### src/rtl/clock_ctrl_pkg.sv
// Shared types and constants for the step-clock controller and its button front end.
package clock_ctrl_pkg;

    typedef enum logic [2:0] {
        ST_IDLE    = 3'd0,
        ST_RUN_LO  = 3'd1,
        ST_RUN_HI  = 3'd2,
        ST_STEP_LO = 3'd3,
        ST_STEP_HI = 3'd4,
        ST_HALT    = 3'd5
    } clk_state_t;

    localparam logic CLK_IDLE_LEVEL     = 1'b1;
    localparam logic BTN_RELEASED_LEVEL = 1'b1;

    function automatic logic is_low_phase(input clk_state_t s);
        return (s == ST_RUN_LO) || (s == ST_STEP_LO);
    endfunction

    // States whose duration is governed by the phase timer.
    function automatic logic is_timed_phase(input clk_state_t s);
        return (s == ST_RUN_LO) || (s == ST_RUN_HI) ||
               (s == ST_STEP_LO) || (s == ST_STEP_HI);
    endfunction

endpackage

### src/rtl/clock_step_ctrl_debounce_sync.sv
// Step button front end: 2-flop synchronizer, stability-count debouncer and a
// registered single-cycle press pulse on each accepted release->press change.
module debounce_sync
    import clock_ctrl_pkg::*;
#(
    parameter int DEBOUNCE_CYCLES = 16
) (
    input  logic clk,
    input  logic rst,
    input  logic n_btn,
    output logic press
);

    localparam int              CNT_W    = $clog2(DEBOUNCE_CYCLES + 1);
    localparam logic [CNT_W-1:0] CNT_LAST = CNT_W'(DEBOUNCE_CYCLES - 1);
    localparam logic [CNT_W-1:0] CNT_ONE  = CNT_W'(1);

    logic             sync_1;
    logic             sync_2;
    logic             level;
    logic             level_d;
    logic [CNT_W-1:0] cnt;

    always_ff @(posedge clk) begin
        if (rst) begin
            sync_1  <= BTN_RELEASED_LEVEL;
            sync_2  <= BTN_RELEASED_LEVEL;
            level   <= BTN_RELEASED_LEVEL;
            level_d <= BTN_RELEASED_LEVEL;
            cnt     <= '0;
            press   <= 1'b0;
        end else begin
            sync_1  <= n_btn;
            sync_2  <= sync_1;
            level_d <= level;
            // Only a 1->0 change of the accepted level counts as a press.
            press   <= level_d & ~level;
            if (sync_2 == level) begin
                cnt <= '0;
            end else if (cnt == CNT_LAST) begin
                cnt   <= '0;
                level <= sync_2;
            end else begin
                cnt <= cnt + CNT_ONE;
            end
        end
    end

endmodule

### src/rtl/clock_step_ctrl.sv
// Step clock generator: free-run with programmable half period, debounced
// single-step, and CPU halt. N_CP_OUT idles high; the falling edge is active.
module clock_step_ctrl
    import clock_ctrl_pkg::*;
#(
    parameter int DIV_WIDTH       = 8,
    parameter int DEBOUNCE_CYCLES = 16
) (
    input  logic                 CLK,
    input  logic                 RST,
    input  logic                 RUN,
    input  logic                 N_STEP_BTN,
    input  logic                 N_HALT,
    input  logic [DIV_WIDTH-1:0] DIV,
    output logic                 N_CP_OUT,
    output logic                 STEP_BUSY,
    output logic                 HALTED
);

    localparam logic [DIV_WIDTH-1:0] PHASE_ONE = DIV_WIDTH'(1);

    clk_state_t           state;
    clk_state_t           state_next;
    logic [DIV_WIDTH-1:0] phase_cnt;
    logic [DIV_WIDTH-1:0] div_lat;
    logic                 phase_end;
    logic                 press;

    debounce_sync #(
        .DEBOUNCE_CYCLES(DEBOUNCE_CYCLES)
    ) u_debounce (
        .clk  (CLK),
        .rst  (RST),
        .n_btn(N_STEP_BTN),
        .press(press)
    );

    assign phase_end = (phase_cnt == div_lat);

    always_comb begin
        state_next = state;
        unique case (state)
            ST_IDLE: begin
                if (!N_HALT)    state_next = ST_HALT;
                else if (RUN)   state_next = ST_RUN_LO;
                else if (press) state_next = ST_STEP_LO;
            end
            // A started low phase always runs to completion.
            ST_RUN_LO: begin
                if (phase_end) state_next = ST_RUN_HI;
            end
            ST_RUN_HI: begin
                if (phase_end) begin
                    if (!N_HALT)  state_next = ST_HALT;
                    else if (RUN) state_next = ST_RUN_LO;
                    else          state_next = ST_IDLE;
                end
            end
            ST_STEP_LO: begin
                if (phase_end) state_next = ST_STEP_HI;
            end
            ST_STEP_HI: begin
                if (phase_end) state_next = N_HALT ? ST_IDLE : ST_HALT;
            end
            // RUN must be dropped before leaving halt, so a halted CPU never auto-resumes.
            ST_HALT: begin
                if (N_HALT && !RUN) state_next = ST_IDLE;
            end
            default: state_next = ST_IDLE;
        endcase
    end

    // Outputs are decoded from the next state so they change on the same edge as the state.
    always_ff @(posedge CLK) begin
        if (RST) begin
            state     <= ST_IDLE;
            phase_cnt <= '0;
            N_CP_OUT  <= CLK_IDLE_LEVEL;
            STEP_BUSY <= 1'b0;
            HALTED    <= 1'b0;
        end else begin
            state     <= state_next;
            N_CP_OUT  <= is_low_phase(state_next) ? ~CLK_IDLE_LEVEL : CLK_IDLE_LEVEL;
            STEP_BUSY <= (state_next == ST_STEP_LO) || (state_next == ST_STEP_HI);
            HALTED    <= (state_next == ST_HALT);
            if (state_next != state) begin
                phase_cnt <= '0;
            end else if (is_timed_phase(state)) begin
                phase_cnt <= phase_cnt + PHASE_ONE;
            end
        end
    end

    // The half-period is frozen for the whole phase; only the entry edge samples DIV.
    always_ff @(posedge CLK) begin
        if (state_next != state && is_timed_phase(state_next)) begin
            div_lat <= DIV;
        end
    end

`ifndef SYNTHESIS
    localparam logic [DIV_WIDTH:0] LEN_ONE = (DIV_WIDTH + 1)'(1);

    logic                 prev_cp;
    logic [DIV_WIDTH:0]   low_len;
    logic [DIV_WIDTH-1:0] low_div;

    always_ff @(posedge CLK) begin
        if (RST) begin
            prev_cp <= CLK_IDLE_LEVEL;
            low_len <= '0;
            low_div <= '0;
        end else begin
            prev_cp <= N_CP_OUT;
            if (prev_cp && !N_CP_OUT) begin
                low_len <= LEN_ONE;
                low_div <= div_lat;
            end else if (!N_CP_OUT) begin
                low_len <= low_len + LEN_ONE;
            end
            assert (!(STEP_BUSY && HALTED));
            if (state == ST_IDLE || state == ST_HALT) begin
                assert (N_CP_OUT == CLK_IDLE_LEVEL);
            end
            if (!prev_cp && N_CP_OUT) begin
                assert (low_len == ({1'b0, low_div} + LEN_ONE));
            end
        end
    end
`endif

endmodule

### config.mk
export PLATFORM = sky130hd
export DESIGN_NAME = clock_step_ctrl
export DESIGN_NICKNAME = d
export VERILOG_FILES = /design/src/rtl/clock_ctrl_pkg.sv /design/src/rtl/clock_step_ctrl_debounce_sync.sv /design/src/rtl/clock_step_ctrl.sv
export SDC_FILE = /design/constraint.sdc
export NUM_CORES = 1
export LEC_CHECK = 0
export BUFFER_PORTS_ARGS = -buffer_cell sky130_fd_sc_hd__buf_2
export CORE_UTILIZATION = 51
export CTS_CLUSTER_DIAMETER = 100
export DETAILED_ROUTE_END_ITERATION = 10
export PLACE_DENSITY_LB_ADDON = 0.25
export SLEW_MARGIN = 20
export SYNTH_ARGS = -nofsm -noshare
export SYNTH_HDL_FRONTEND = slang
export SYNTH_SLANG_ARGS = --single-unit
### constraint.sdc
create_clock -name CLK -period 2.1 [get_ports CLK]
set_clock_uncertainty 0.1 [all_clocks]
set_input_delay 0 -clock CLK [delete_from_list [all_inputs] [get_ports CLK]]
set_output_delay 0 -clock CLK [all_outputs]
set_load 0.05 [all_outputs]
==> summary.md <==
| Metric | Value |
|---|---|
| Status | finished clean |
| Startpoint types | flip-flop |
| Die width | 56.4 um |
| Worst EP arrival | 1.99 ns |
| Vias in the first global route | 1,265 |
| Dpl cells | 203 |
| Slew margin rel. | 0.715 |
| Internal power | 1.49 mW |
| Pleak | 0.741 nW |
| Initial antenna violation count | 0 |
| Highest net fanout along the worst path | 8 |
| Max IR drop VDD | 1.06 mV |
| Crit path to | div_lat[2] |
| Worst r2r dst | div_lat[2] |
| R2R Setup Slk | 0.04 ns |
| Fin Setup TNS | 0 ns |
| Detailed-route via count | 1,249 |
| CTS tree | done |
| Ys flop type | dfxtp_1 |
| CTS root buf | clkbuf_4 |
| Reg power frac | 0.363 |
| Drt total wl | 3290 um |
| Worst-margin pin slew | 0.425 ns |
| Core box area | 2780 um^2 |
| Area grow syn2layout | 29.4% |
| Syn Nets | 162 |
| Die area | 3190 um^2 |
| Pwr per Cell Area | 1290 nW/um^2 |
| Chip height | 56.4 um |
| EDFF count, synth | 8 |
| Synth area leaders | dfxtp_1 (32%), edfxtp_1 (16%), xnor2_1 (8.7%), nor2_1 (3.5%), nor4_1 (2.9%) |
| FF-to-FF path depth | 5 |
| Hold WC Path Type | primary input to flip-flop |
| Mapped Avg Cell Area | 10.4 um^2 |
| Final hold violations | 0 |
| Sequential fraction of the synthesis area | 0.477 |
| DPL Wire Length | 2040 um |
| Critical path type | flip-flop to flip-flop |
| # IOs | 16 |
| Clock sink count | 32 |
| Fraction of registers with async set/reset | 0 |
| DR WL/cell | 14.8 um |
| Post-Syn Area | 1510 um^2 |
| Ant diodes | 0 |
| Final Setup Violations | 0 |
| Ys Warns | 0 |
| Latest clock arrival within the worst-skew pair | 0.33 ns |
| Vias/cell | 5.60 |
| P_sw | 1.04 mW |
| Overall Global Routing Usage | 0.224 |
| First-pass GRT wire length | 5390 um |
| Cells after synthesis | 146 |
| Final worst-path cycle share | 0.980 |
| RSZ-0062 raised after global routing | true |
| Final cell count without fillers | 223 |
| Share of cells above drive strength 1 | 0.333 |
| Htree depth | 2 |
| Gpl congestion | 0.798 |
| DR pass1 iterations | 4 |
| Reg clk slew, reported paths | 0.10 ns |
| Area leader, netlist | dfxtp_1 |
| Initial DRC count | 30 |
| Initial core utilization | 0.543 |
| Cell area after placement | 1720 um^2 |
| #FFs+latches synth | 32 |
| Worst EP required | 2.03 ns |
| Final ANT Viol Nets | 0 |
| Final count of pins violating max slew | 0 |
| Num CTS Buffers | 5 |
| Synth cell types | 45 |
| Row cnt | 19 |
| Design area | 1960 um^2 |
| Share of the synthesized area in the top cell type | 0.318 |
| Combinational Power Share | 0.494 |
| Final nets | 207 |
| Port Buffer Count | 15 |
| Max Fclk | 486 MHz |
| Largest net degree at the start of global routing | 18 |
| # DRC | 0 |
| Reg2reg start | div_lat[6] |
| CP Capture Type | flip-flop |
| Worst Setup SP | div_lat[6] |
| Max-cap violations | 0 |
| Total power | 2.53 mW |
| Min Clock Period, post-route | 2.06 ns |
| Fillers | 211 |
| Clock share of power | 0.142 |
| Grt ovf | 0 |
| CTS max path bufs | 2 |
| Sw frac | 0.411 |
[power by group through the flow]
| stage | combinational [mW] | sequential (mW) | clock, mW |
|---|---|---|---|
| 5_1_grt | 1.36 | 0.934 | 0.396 |
| 6_report | 1.25 | 0.920 | 0.361 |
| 4_1_cts | 1.13 | 0.903 | 0.366 |
| 2_1_floorplan | 0.715 | 0.971 | 0 |
| 3_5_place_dp | 1.10 | 0.914 | 0 |
| 3_3_place_gp | 1.08 | 0.906 | 0 |
[what timing repair did]
action,CTS,global route
pin swaps,3,4
setup buffers,2,1
endpoints found under the setup margin,8,17
hold buffers,10,0
gates resized for setup,5,7
endpoints found under the hold margin,22,0
[synth_stat cells, drive strengths merged (2+ instances only)]
cell and n:
a21oi 6, a22oi 2, a311oi 2, a31oi 2, and3 2, buf 3
clkbuf 2, dfxtp 24, edfxtp 8, ha 3, inv 5, nand2 4
nand2b 2, nand3 5, nand4 3, nor2 15, nor2b 3, nor3 3
nor4 8, o211ai 2, o21ai 5, o221ai 2, o31ai 2, or2 4
xnor2 15, xor2 4
[cells in the final DEF, fill, tap and decap left out, types with 2 or more instances in the layout]
master,netlist,layout
dfxtp_1,24,23
buf_4,0,18
buf_2,2,15
nor2_1,14,13
xnor2_1,15,12
dlygate4sd3_1,0,10
edfxtp_1,8,8
nor4_1,7,7
inv_1,5,5
nand3_1,5,5
clkbuf_4,0,5
nand2_1,4,4
o21ai_0,5,4
a21oi_1,4,4
xor2_1,4,4
xnor2_2,0,3
nor2b_1,3,3
or2_2,3,3
ha_1,3,3
and3_1,2,2
nor2_2,1,2
nand2b_1,2,2
a31oi_1,2,2
a22oi_1,2,2
a21oi_4,1,2
o221ai_2,1,2
o211ai_1,2,2
nor3_2,2,2
a311oi_1,2,2
clkinv_2,0,2
[layout make-up]
class                      instances  area [um^2]  share of cell area
clock buffer                       6         51.3              0.0262
clock inverter                     2         10.0             0.00512
inverter                           5         18.8             0.00960
multi-input combinational        104          805               0.411
sequential                        32          722               0.369
tap                               31         38.8              0.0198
timing repair buffer              43          310               0.159
[critical path, cell delays in order (launching register included)]
cell      delay (ns)
edfxtp_1        0.39
xnor2_1         0.24
nand4_4         0.19
or2_4           0.29
o221ai_2        0.22
o2111a_2        0.33
[worst min path at each step]
stage                start           end  slack, ns  cells past startpoint
global placement    DIV[4]    div_lat[4]       0.08                      1
finish              N_HALT      N_CP_OUT       0.18                      5
floorplan              RST  phase_cnt[0]      -0.02                      1
global route        N_HALT      N_CP_OUT       0.21                      5
detailed placement  DIV[5]    div_lat[5]       0.08                      1
CTS                 N_HALT      N_CP_OUT       0.16                      5
[kinds of logic after synthesis]
family | after synthesis | share of synthesized area
and+or+nand+nor | 52 | 0.203
DFF | 32 | 0.477
AOI/OAI and AO/OA | 29 | 0.147
xor gates and xnor gates | 19 | 0.110
buffers and inverters | 10 | 0.0315
adders and majority gates | 3 | 0.0248
muxes | 1 | 0.00662
[state kept, by name, indices dropped and copies added (netlist names)]
signal	count
u_debounce.level	1
u_debounce.sync_2	1
u_debounce.press	1
u_debounce.level_d	1
u_debounce.cnt	5
div_lat	8
state	3
u_debounce.sync_1	1
STEP_BUSY	1
HALTED	1
phase_cnt	8
N_CP_OUT	1
[stage by stage]
step	hold slack, ns	setup WS [ns]	utilization
after floorplan	-0.0237	0.0243	-
after global placement	0.0774	0.0325	0.617
after detailed placement	0.0796	-0.0236	0.617
after CTS	0.156	0.00765	0.686
after global routing	0.207	-0.0462	0.703
final	0.179	0.0421	0.703
[metal layers]
metal	wire, um	GRT usage	vias to the layer above
li1	-	-	620
met1	1360	0.253	590
met2	1720	0.375	27
met3	103	0.0576	12
met4	115	0.136	0
met5	0	0	-
(Power assumes the default switching activity.)
